`config.mk`:
```
export PLATFORM = sky130hd
export DESIGN_NAME = elevator_car_ctrl
export DESIGN_NICKNAME = d
export VERILOG_FILES = /design/src/rtl/elevator_car_ctrl.sv
export SDC_FILE = /design/constraint.sdc
export NUM_CORES = 1
export LEC_CHECK = 0
export BUFFER_PORTS_ARGS = -buffer_cell sky130_fd_sc_hd__buf_2
export CORE_MARGIN = 5
export CORE_UTILIZATION = 28
export CTS_CLUSTER_SIZE = 20
export DETAILED_ROUTE_END_ITERATION = 16
export GPL_TIMING_DRIVEN = 0
export SLEW_MARGIN = 10
export SYNTH_ARGS = -nofsm -noshare
export SYNTH_HDL_FRONTEND = slang
export SYNTH_SLANG_ARGS = --single-unit
```
`constraint.sdc`:
```
create_clock -name I_CLK -period 3.7 [get_ports I_CLK]
set_input_delay 0.185 -clock I_CLK [delete_from_list [all_inputs] [get_ports I_CLK]]
set_output_delay 0.185 -clock I_CLK [all_outputs]
set_load 0.005 [all_outputs]
```
`src/rtl/elevator_car_ctrl.sv`:
```
// Single-car elevator controller: latches floor calls, sweeps in the preferred
// direction, and steps/holds the door on ticks derived from a slow divider level.
module elevator_car_ctrl #(
  parameter int unsigned FLOORS     = 8,
  parameter int unsigned FLOOR_W    = 3,
  parameter int unsigned MOVE_TICKS = 4,
  parameter int unsigned DOOR_TICKS = 6
) (
  input  logic               I_CLK,
  input  logic               rst,
  input  logic               I_TICK,
  input  logic [FLOORS-1:0]  I_REQ,
  output logic [FLOOR_W-1:0] O_FLOOR,
  output logic [1:0]         O_DIR,
  output logic               O_DOOR,
  output logic               O_MOVING,
  output logic [FLOORS-1:0]  O_PENDING
);

  localparam int unsigned MAXT  = (MOVE_TICKS > DOOR_TICKS) ? MOVE_TICKS : DOOR_TICKS;
  localparam int unsigned CNT_W = (MAXT > 1) ? $clog2(MAXT) : 1;

  typedef enum logic [1:0] {IDLE, MOVE, DOOR_OPEN} state_e;

  state_e             state_q, state_d;
  logic [FLOOR_W-1:0] floor_q, floor_d;
  logic [CNT_W-1:0]   cnt_q, cnt_d;
  logic               up_q, up_d;
  logic [FLOORS-1:0]  pend_q, pend_d;
  logic               tick_prev_q;

  logic               tick;
  logic [FLOORS-1:0]  p;
  logic [FLOORS-1:0]  served;
  logic [FLOOR_W-1:0] nxt_floor;

  function automatic logic any_above(input logic [FLOORS-1:0] v, input logic [FLOOR_W-1:0] f);
    logic r;
    r = 1'b0;
    for (int unsigned i = 0; i < FLOORS; i++)
      if (v[i] && (FLOOR_W'(i) > f)) r = 1'b1;
    return r;
  endfunction

  function automatic logic any_below(input logic [FLOORS-1:0] v, input logic [FLOOR_W-1:0] f);
    logic r;
    r = 1'b0;
    for (int unsigned i = 0; i < FLOORS; i++)
      if (v[i] && (FLOOR_W'(i) < f)) r = 1'b1;
    return r;
  endfunction

  assign tick      = I_TICK & ~tick_prev_q;
  assign p         = pend_q | I_REQ;
  assign nxt_floor = up_q ? floor_q + FLOOR_W'(1) : floor_q - FLOOR_W'(1);

  always_comb begin
    state_d = state_q;
    floor_d = floor_q;
    cnt_d   = cnt_q;
    up_d    = up_q;
    served  = '0;
    unique case (state_q)
      IDLE: begin
        if (p[floor_q]) begin
          state_d         = DOOR_OPEN;
          served[floor_q] = 1'b1;
          cnt_d           = '0;
        end else if (!up_q && any_below(p, floor_q)) begin
          state_d = MOVE;
          up_d    = 1'b0;
          cnt_d   = '0;
        end else if (any_above(p, floor_q)) begin
          state_d = MOVE;
          up_d    = 1'b1;
          cnt_d   = '0;
        end else if (any_below(p, floor_q)) begin
          state_d = MOVE;
          up_d    = 1'b0;
          cnt_d   = '0;
        end
      end
      MOVE: begin
        if (tick) begin
          if (cnt_q == CNT_W'(MOVE_TICKS - 1)) begin
            floor_d = nxt_floor;
            cnt_d   = '0;
            // Arrival decision looks at the floor being entered, not the one left.
            if (p[nxt_floor]) begin
              state_d           = DOOR_OPEN;
              served[nxt_floor] = 1'b1;
            end else if (up_q ? any_above(p, nxt_floor) : any_below(p, nxt_floor)) begin
              state_d = MOVE;
            end else begin
              state_d = IDLE;
            end
          end else begin
            cnt_d = cnt_q + CNT_W'(1);
          end
        end
      end
      DOOR_OPEN: begin
        if (p[floor_q]) begin
          served[floor_q] = 1'b1;
          cnt_d           = '0;
        end else if (tick) begin
          if (cnt_q == CNT_W'(DOOR_TICKS - 1)) begin
            state_d = IDLE;
            cnt_d   = '0;
          end else begin
            cnt_d = cnt_q + CNT_W'(1);
          end
        end
      end
      default: state_d = IDLE;
    endcase
    pend_d = p & ~served;
  end

  always_ff @(posedge I_CLK) begin
    if (rst) begin
      state_q     <= IDLE;
      floor_q     <= '0;
      cnt_q       <= '0;
      up_q        <= 1'b1;
      pend_q      <= '0;
      tick_prev_q <= 1'b1;
    end else begin
      state_q     <= state_d;
      floor_q     <= floor_d;
      cnt_q       <= cnt_d;
      up_q        <= up_d;
      pend_q      <= pend_d;
      tick_prev_q <= I_TICK;
    end
  end

  always_comb begin
    O_FLOOR   = floor_q;
    O_PENDING = pend_q;
    O_DOOR    = (state_q == DOOR_OPEN);
    O_MOVING  = (state_q == MOVE);
    O_DIR     = (state_q == MOVE) ? (up_q ? 2'b01 : 2'b10) : 2'b00;
  end

endmodule
```
## After elaboration in Yosys (flattened, before gate mapping)

Cells that the tools add are included.

- $add $sub $neg: 3
- $mul: 0
- Div/mod/pow operators: 0
- Order comparisons: 36
- Eq/ne operators: 11
- Shift operators: 0
- Multiplexer cells: 91
- Bitwise gates (word level): 6
- Reductions and logical operators: 44

Operators with widths:

| cell | count |
|---|---|
| 1-bit 2-to-1 mux | 58 |
| 1-bit logical AND | 35 |
| 8-bit 2-to-1 mux | 4 |
| 3-bit 2-to-1 mux | 10 |
| 3-bit > comparator, first input constant | 8 |
| 3-bit < comparator, first input constant | 8 |
| 2-bit 2-to-1 mux | 12 |
| 8-bit one-hot mux with 2 select lines | 1 |
| 1-bit by 3-bit > comparator with 1-bit output, first input constant | 4 |
| 2-bit by 3-bit > comparator with 1-bit output, first input constant | 4 |
| 1-bit by 3-bit < comparator with 1-bit output, first input constant | 4 |
| 2-bit by 3-bit < comparator with 1-bit output, first input constant | 4 |
| 3-bit one-hot mux with 3 select lines | 1 |
| 8-bit AND | 1 |
| 3-bit by 4-bit < comparator with 1-bit output, second input constant | 2 |
| 2-bit by 1-bit != test with 1-bit output, second input constant | 4 |
| 8-bit NOT | 1 |
| 8-bit OR | 1 |
| 3-bit by 1-bit adder with 3-bit output, second input constant | 2 |
| 1-bit binary-select mux with 3-bit select | 2 |
| 1-bit demux with 3-bit select | 2 |
| 3-bit by 1-bit greater-or-equal comparator with 1-bit output, second input constant | 2 |
| 2-bit one-hot mux with 3 select lines | 1 |
| 3-bit AND reduction | 2 |
| other kinds (16) | 18 |

- Register bits after elaboration: 18
- Latch bits: 0
- Bits in writable memories: 0
- Memory bits (read-only): 0
- Output and inout port bits: 15
- Word-level logic and storage cells: 197
- Memories kept: 0

## Longest topological paths before layout

Gate-level depths: netlist of run 1.

- Word-level depth: 25
- Depth in mapped cells: 9
- Depth with buffers taken out: 8

## Least setup slack after synthesis of run 1

OpenSTA, ideal clock, no wires.

- Kind: register to register
- Start point: reg floor_q[1] (netlist: O_FLOOR[1])
- End point: reg pend_q[3] (netlist: O_PENDING[3])
- Arrival: 2510 ps
- Required time: 3562 ps
- Setup slack: 1052 ps
- Stages on the path, launching flop included: 10
- Path buffers: 1
- Period minus slack after synthesis: 2648 ps
- Path through: dfxtp_1 > buf_2 > inv_1 > ha_1 > xnor2_2 > mux4_1 > or3b_1 > or2_1 > nor3_2 > a2111oi_1

- Longest elaborated chain between the ends: 12
- Elaborated cells on any way between the ends: 24
- Those cells by class: add/sub: 2; order compare: 4; mux: 14; bitwise: 2; reduce/logical: 2

Ends and longest elaborated chain:

| item | RTL line | RTL |
|---|---|---|
| start, declared | 26 | `logic [FLOOR_W-1:0] floor_q, floor_d;` |
| start signal, assigned | 130 | `floor_q <= floor_d;` |
| 3-bit by 1-bit subtractor with 3-bit output / 3-bit by 1-bit adder with 3-bit output (equally long branches) | 55 | `assign nxt_floor = up_q ? floor_q + FLOOR_W'(1) : floor_q - FLOOR_W'(1);` |
| 3-bit 2-to-1 mux | 55 |  |
| 3-bit by 4-bit < comparator with 1-bit output (not written as such) / 3-bit by 1-bit greater-or-equal comparator with 1-bit output (equally long branches) | 91 | `served[nxt_floor] = 1'b1;` |
| 1-bit logical AND (not written as such) | 91 |  |
| 1-bit 2-to-1 mux (not written as such) | 91 |  |
| 1-bit demux with 3-bit select | 91 |  |
| 8-bit 2-to-1 mux | 89 | `if (p[nxt_floor]) begin` |
| 8-bit 2-to-1 mux | 85 | `if (cnt_q == CNT_W'(MOVE_TICKS - 1)) begin` |
| 8-bit 2-to-1 mux | 84 | `if (tick) begin` |
| 8-bit one-hot mux with 2 select lines (*) | 63 | `unique case (state_q)` |
| 8-bit NOT (*) | 117 | `pend_d = p & ~served;` |
| 8-bit AND (*) | 117 |  |
| end signal, assigned | 133 | `pend_q <= pend_d;` |
| end, declared | 29 | `logic [FLOORS-1:0] pend_q, pend_d;` |

Mark *: on every way between the ends. The rest lies on a longest branch, timed or not. The select of a mux whose other input is x is not followed.
A chain may end at the register's enable or synchronous reset.

## Worst setup path in the final report of run 1

Ends and elaborated chain as after synthesis.

==> results of run 1 <==
[registers in the layout, summed over array words and instances (netlist names)]
name / cells
O_PENDING: 8
up_q: 1
cnt_q: 3
state_q: 2
O_FLOOR: 3
tick_prev_q: 1
[critical path, cell delays in order, from the launching register on]
cell and delay [ns]:
dfxtp_1 0.50, buf_2 0.29, inv_1 0.12, ha_1 0.40
xnor2_2 0.42, mux4_1 0.41, or3b_1 0.40, or2_1 0.25
nor3_2 0.11, a2111oi_1 0.07
[synthesized netlist by cell type (4+ instances only)]
master / count / share of area
a2111oi_0: 4 / 0.022
a21oi_1: 10 / 0.031
dfxtp_1: 18 / 0.23
ha_1: 13 / 0.10
inv_1: 10 / 0.024
nand2_1: 10 / 0.024
nor2_1: 24 / 0.057
nor3_1: 11 / 0.035
nor4_1: 5 / 0.020
nor4b_1: 4 / 0.022
o21ai_0: 6 / 0.019
o21bai_1: 4 / 0.019
o31ai_1: 4 / 0.019
[cells in the final DEF, fill, tap and decap left out, drive strengths merged, types with 4 or more instances in the layout]
cell type and count:
dfxtp 18, o31ai 4, clkbuf 6, nor3 12, a2111oi 7, a21oi 10
nand2 11, nor4b 4, nor4 5, inv 11, o21bai 4, ha 13
nor2 24, buf 30, o21ai 6, nand3 4
[power groups by stage]
stage | clock, mW | combinational, mW | sequential, mW
floorplan | 0 | 0.229 | 0.242
global placement | 0 | 0.315 | 0.247
detailed placement | 0 | 0.320 | 0.248
CTS | 0.164 | 0.323 | 0.244
global route | 0.173 | 0.357 | 0.248
finish | 0.159 | 0.320 | 0.244
[layout make-up]
| class | count | area [sq um] | share of cell area |
|---|---|---|---|
| multi-input combinational | 156 | 1140 | 0.614 |
| sequential | 18 | 360 | 0.194 |
| timing repair buffer | 25 | 125 | 0.0672 |
| tap | 72 | 90.1 | 0.0484 |
| clock buffer | 4 | 55.1 | 0.0296 |
| buffer | 7 | 47.5 | 0.0255 |
| inverter | 11 | 41.3 | 0.0222 |
[per-stage QoR]
| step | instances | utilization | area (sq um) | power (mW) |
|---|---|---|---|---|
| 6_report | 293 | 0.338 | 1860 | 0.724 |
| 5_1_grt | 293 | 0.338 | 1860 | 0.778 |
| 4_1_cts | 293 | 0.338 | 1860 | 0.730 |
| 3_5_place_dp | 289 | 0.328 | 1810 | 0.568 |
| 3_3_place_gp | 289 | 0.328 | 1810 | 0.562 |
| 2_1_floorplan | 192 | - | 1590 | 0.471 |
[per-layer routing]
| layer | global-route usage | share of wire |
|---|---|---|
| met5 | 0 | 0 |
| met4 | 0.0317 | 0.0073 |
| met3 | 0.0194 | 0.070 |
| met2 | 0.218 | 0.48 |
| met1 | 0.170 | 0.44 |
[logic make-up (layout without fill, tap and decap cells)]
family                     count (synthesis)  after routing  share of synthesized area
muxes                                      7              7                     0.0692
DFF                                       18             18                      0.226
xor gates and xnor gates                   4              4                     0.0315
buffers and inverters                     18             47                     0.0558
adders and majority gates                 13             13                      0.102
AOI/OAI and AO/OA                         54             54                      0.251
and+or+nand+nor                           78             78                      0.264
[path summary, 6_finish.rpt]
path	startpoint	to	slack (ns)	cells past startpoint
min reg2reg	cnt_q[2]	cnt_q[2]	0.52	2
max reg2reg	O_FLOOR[1]	O_PENDING[3]	0.57	9
max	O_FLOOR[1]	O_PENDING[3]	0.57	9
min	I_TICK	tick_prev_q	0.15	2
==> results.cfg, run 1 <==
[floorplanning]
die-area_sq_um = 7290
ios = 26
coreArea_sq_um = 5510
die_w_um = 85.4
start_util = 0.289
row_count = 27
chipHeight_um = 85.4

[grt]
grt_max_degree = 11
grt_pass1_vias = 1583
antenna_found_initial = 0
grt_use_total = 0.129
grt_pass1_wl_mm = 7.72
grt_overflow = 0

[sta]
timing.fmax_ghz = 0.320
hold_ws_ns = 0.146
finalHoldViolCount = 0
finalClockSkew_ns = 0.00509
slew_headroom = 0.531
timing.final.crit_share = 0.846
setup_ws_ns = 0.570
final.setup.tns_ns = 0
setup_viol = 0
fin_crit_ns = 3.13
report.final.slew_viol_count = 0
rsz0062_at_grt = false
worst_slew_pin_slew_ns = 0.697

[yosys]
ys_ff_latch = 18
ys_async_sr_fraction = 0
ys.flop_type = dfxtp_1
yosys_warnings = 0
synth-seq-area-share = 0.226
avgSynthCellArea_sq_um = 8.29
syn-num-nets = 216
synth_cells = 192
synth_area_sq_um = 1590
yosysUniqueCellTypes = 59
synth_edf_count = 0

[pwr]
p_seq_frac = 0.338
p_sw_frac = 0.389
p_leak_nw = 0.733
powerDensity_nw_per_um2 = 389
netSwitchingPower_mw = 0.282
intPower_mw = 0.442
comb_power_share = 0.443
clkPwrFrac = 0.220
vdd_drop_max_mv = 0.229

[routing]
wl_mm = 4.67
via_per_inst = 5.53
ant_nets = 0
wire_per_inst_um = 15.9
drt_pre_antenna_iters = 4
drc = 0
route.vias.total = 1621
drtIter0Drc = 97

[clocking]
path_clk_slew_ns = 0.07
clkSinkCount = 18
clk_latency_ns = 0.25
cts_tree = done
clock-root-buffer = clkbuf_8
holdBufCountCts = 0
cts_buffers = 3
cts-resized-gates = 0
postCtsSetupRepairBufs = 0
ctsHtreeMaxLevel = 1
cts_buffer_depth = 2

[cells_and_area]
syn_to_final_growth_pct = 17.0
n_antenna_cell = 0
drive_gt1_frac = 0.222
final_nets = 246
nFillCells = 595

[place]
pre_cts_ws_ns = 0.644
hpwl_mm = 3.62
finalWeightedCongestion = 0.885
port_buffers = 25

[setup_path]
path_max_fanout = 10
cp_data_arrival_time_ns = 3.24
critPathCaptureType = flip-flop
cp-start-kind = flip-flop
critPathRequiredTime_ns = 3.81
path_class = reg2reg

[outcome]
status = complete, no violations

[hold_path]
hp-class = in2reg

[run]
cap_viol_max_count = 0
(Power assumes the default switching activity.)
==> run 2: changes to the inputs <==
Settings changed: ABC_AREA set to 1.
Clock period 3.7 ns to 3.2 ns, I/O delays scaled along.
==> run 2 against run 1 <==
Effect of this change:
- count of clock-buffer cells in the layout did not move
- final area up 14%
- non-clock buffer count fell by 1
- die area rose by 14%
- register-to-register slack gained 0.06 ns
- synthesized area increased by 16%
- cell count increased by 44%
- critical path depth grew 5
- highest routed layer unchanged
- combinational power rose by 26%
- total power grew 23%
- flip-flop and latch count unchanged
==> results.cfg, run 2 <==
[outcome]
status = complete, no violations

[clocking]
clkSinkCount = 18
postCtsSetupRepairBufs = 0
clock-root-buffer = clkbuf_8
cts_buffer_depth = 2
clk_latency_ns = 0.27
path_clk_slew_ns = 0.08
cts_tree = done
ctsHtreeMaxLevel = 1
cts-resized-gates = 0
cts_buffers = 3
holdBufCountCts = 0

[yosys]
synth_cells = 316
ys.flop_type = dfxtp_1
synth_area_sq_um = 1850
synthTopCellsByArea = dfxtp_1, nand2_1, nor2_1
ys_async_sr_fraction = 0
yosys-top-cells-count = nand2_1, nor2_1, nand3_1, inv_1, a21oi_1
synth.most_common_cell = nand2_1
yosys_warnings = 0
yosysUniqueCellTypes = 28
avgSynthCellArea_sq_um = 5.85
synth_edf_count = 0
synth-seq-area-share = 0.195
syn-num-nets = 340
yosys.area.top_type_share = 0.195
ys_ff_latch = 18
yosys.area.top_type = dfxtp_1

[cells_and_area]
regArea_sq_um = 360
final_nets = 370
final_cell_mix = nand2_1, nor2_1, nand3_1
largest_reg_flops = 8
syn_to_final_growth_pct = 15.0
multi_input_area_sq_um = 1270
final_common_cell = nand2_1
drive_gt1_frac = 0.188
nFillCells = 733
n_antenna_cell = 0

[floorplanning]
row_count = 29
coreArea_sq_um = 6390
start_util = 0.290
chipHeight_um = 91.3
die-area_sq_um = 8330
die_w_um = 91.3
ios = 26

[place]
port_buffers = 25
hpwl_mm = 4.35
finalWeightedCongestion = 0.957

[sta]
finalHoldViolCount = 0
final.setup.tns_ns = 0
finalClockSkew_ns = 0.00487
fin_crit_ns = 2.57
timing.final.crit_share = 0.803
report.final.slew_viol_count = 0
hold_ws_ns = 0.0732
slew_headroom = 0.721
setup_viol = 0
rsz0062_at_grt = false
timing.fmax_ghz = 0.389
worst_slew_pin_slew_ns = 0.416

[routing]
wire_per_inst_um = 13.2
via_per_inst = 4.73
drt_pre_antenna_iters = 4
wl_mm = 5.56
drtIter0Drc = 202
route.vias.total = 1994
ant_nets = 0
drc = 0

[hold_path]
holdPathStages = 3
worstHoldStart = I_TICK
hp-class = in2reg
whs_endpoint = tick_prev_q

[run]
cap_viol_max_count = 0

[pwr]
clkPwrFrac = 0.231
intPower_mw = 0.514
p_sw_frac = 0.424
p_seq_frac = 0.316
p_leak_nw = 1.14
netSwitchingPower_mw = 0.378
finalPower_mw = 0.891
vdd_drop_max_mv = 0.281
powerDensity_nw_per_um2 = 419
comb_power_share = 0.453

[setup_path]
path_class = reg2reg
r2r_cells = 14
path_max_fanout = 11
crit-reg2reg-capture = O_PENDING[7]
cp_data_arrival_time_ns = 2.74
critPathRequiredTime_ns = 3.37
r2r_start = O_FLOOR[0]
regToRegSetupSlack_ns = 0.63
critPathCaptureType = flip-flop
cp-start-kind = flip-flop

[grt]
grt_overflow = 0
grt_pass1_vias = 1919
grt_pass1_wl_mm = 9.22
antenna_found_initial = 0
grt_max_degree = 12
grt_use_total = 0.133
[run 2: power by group through the flow]
stage	clock, mW	sequential [mW]	combinational [mW]
global route	0.221	0.287	0.466
floorplan	0	0.282	0.308
finish	0.206	0.281	0.404
global placement	0	0.285	0.403
CTS	0.213	0.282	0.409
detailed placement	0	0.287	0.407
[run 2: worst max-delay path by stage]
stage	from	to	slack, ns	cells after the start
after detailed placement	O_FLOOR[0]	O_PENDING[5]	0.64	14
final	O_FLOOR[0]	O_PENDING[7]	0.63	14
after global placement	O_FLOOR[0]	O_PENDING[5]	0.60	14
after global routing	O_FLOOR[0]	O_PENDING[0]	0.38	14
after CTS	O_FLOOR[0]	O_PENDING[4]	0.62	14
after floorplan	O_FLOOR[0]	O_PENDING[0]	1.16	14
[run 2: critical path, cell delays in order, from the launching register on]
cell and delay (ns):
dfxtp_1 0.47, inv_2 0.16, buf_4 0.21, ha_1 0.33, inv_1 0.06, nand2_1 0.05
nand2_1 0.15, nand3_1 0.12, nand2_1 0.06, nand2_1 0.12, nand2_1 0.10, nor2_2 0.31
nand3_1 0.13, a21oi_1 0.15, nor2_1 0.05
[run 2: logic make-up (layout without fill, tap and decap cells)]
kind of cell | count (synthesis) | in the layout | synth area share
AO/OA/AOI/OAI | 33 | 33 | 0.103
adder cells (fa/ha/maj) | 13 | 13 | 0.0880
buffers and inverters | 49 | 78 | 0.117
flip-flops | 18 | 18 | 0.195
AND/OR/NAND/NOR | 203 | 203 | 0.497
[run 2: per-layer routing]
layer | share of wire | global-route usage | wire [um] | vias to the layer above
met5 | 0 | 0 | 0 | -
met2 | 0.46 | 0.221 | 2530 | 48
met4 | 0.0090 | 0.0257 | 50 | 0
li1 | - | - | - | 1051
met1 | 0.47 | 0.180 | 2620 | 891
met3 | 0.064 | 0.0256 | 357 | 4
[run 2: area by class of cell]
cell class              count  share of cell area
multi-input cells         249               0.599
flip-flops and latches     18               0.170
inverters                  43              0.0771
repair buffers             25              0.0589
well taps                  77              0.0453
clock buffers               4              0.0259
plain buffers               6              0.0247
[run 2: stage by stage]
stage	utilization	setup slack [ns]	cell area [sq um]	std cells
after CTS	0.333	0.622	2130	422
final	0.333	0.629	2130	422
after global routing	0.333	0.383	2130	422
after detailed placement	0.324	0.643	2070	418
after floorplan	-	1.16	1850	316
after global placement	0.324	0.597	2070	418
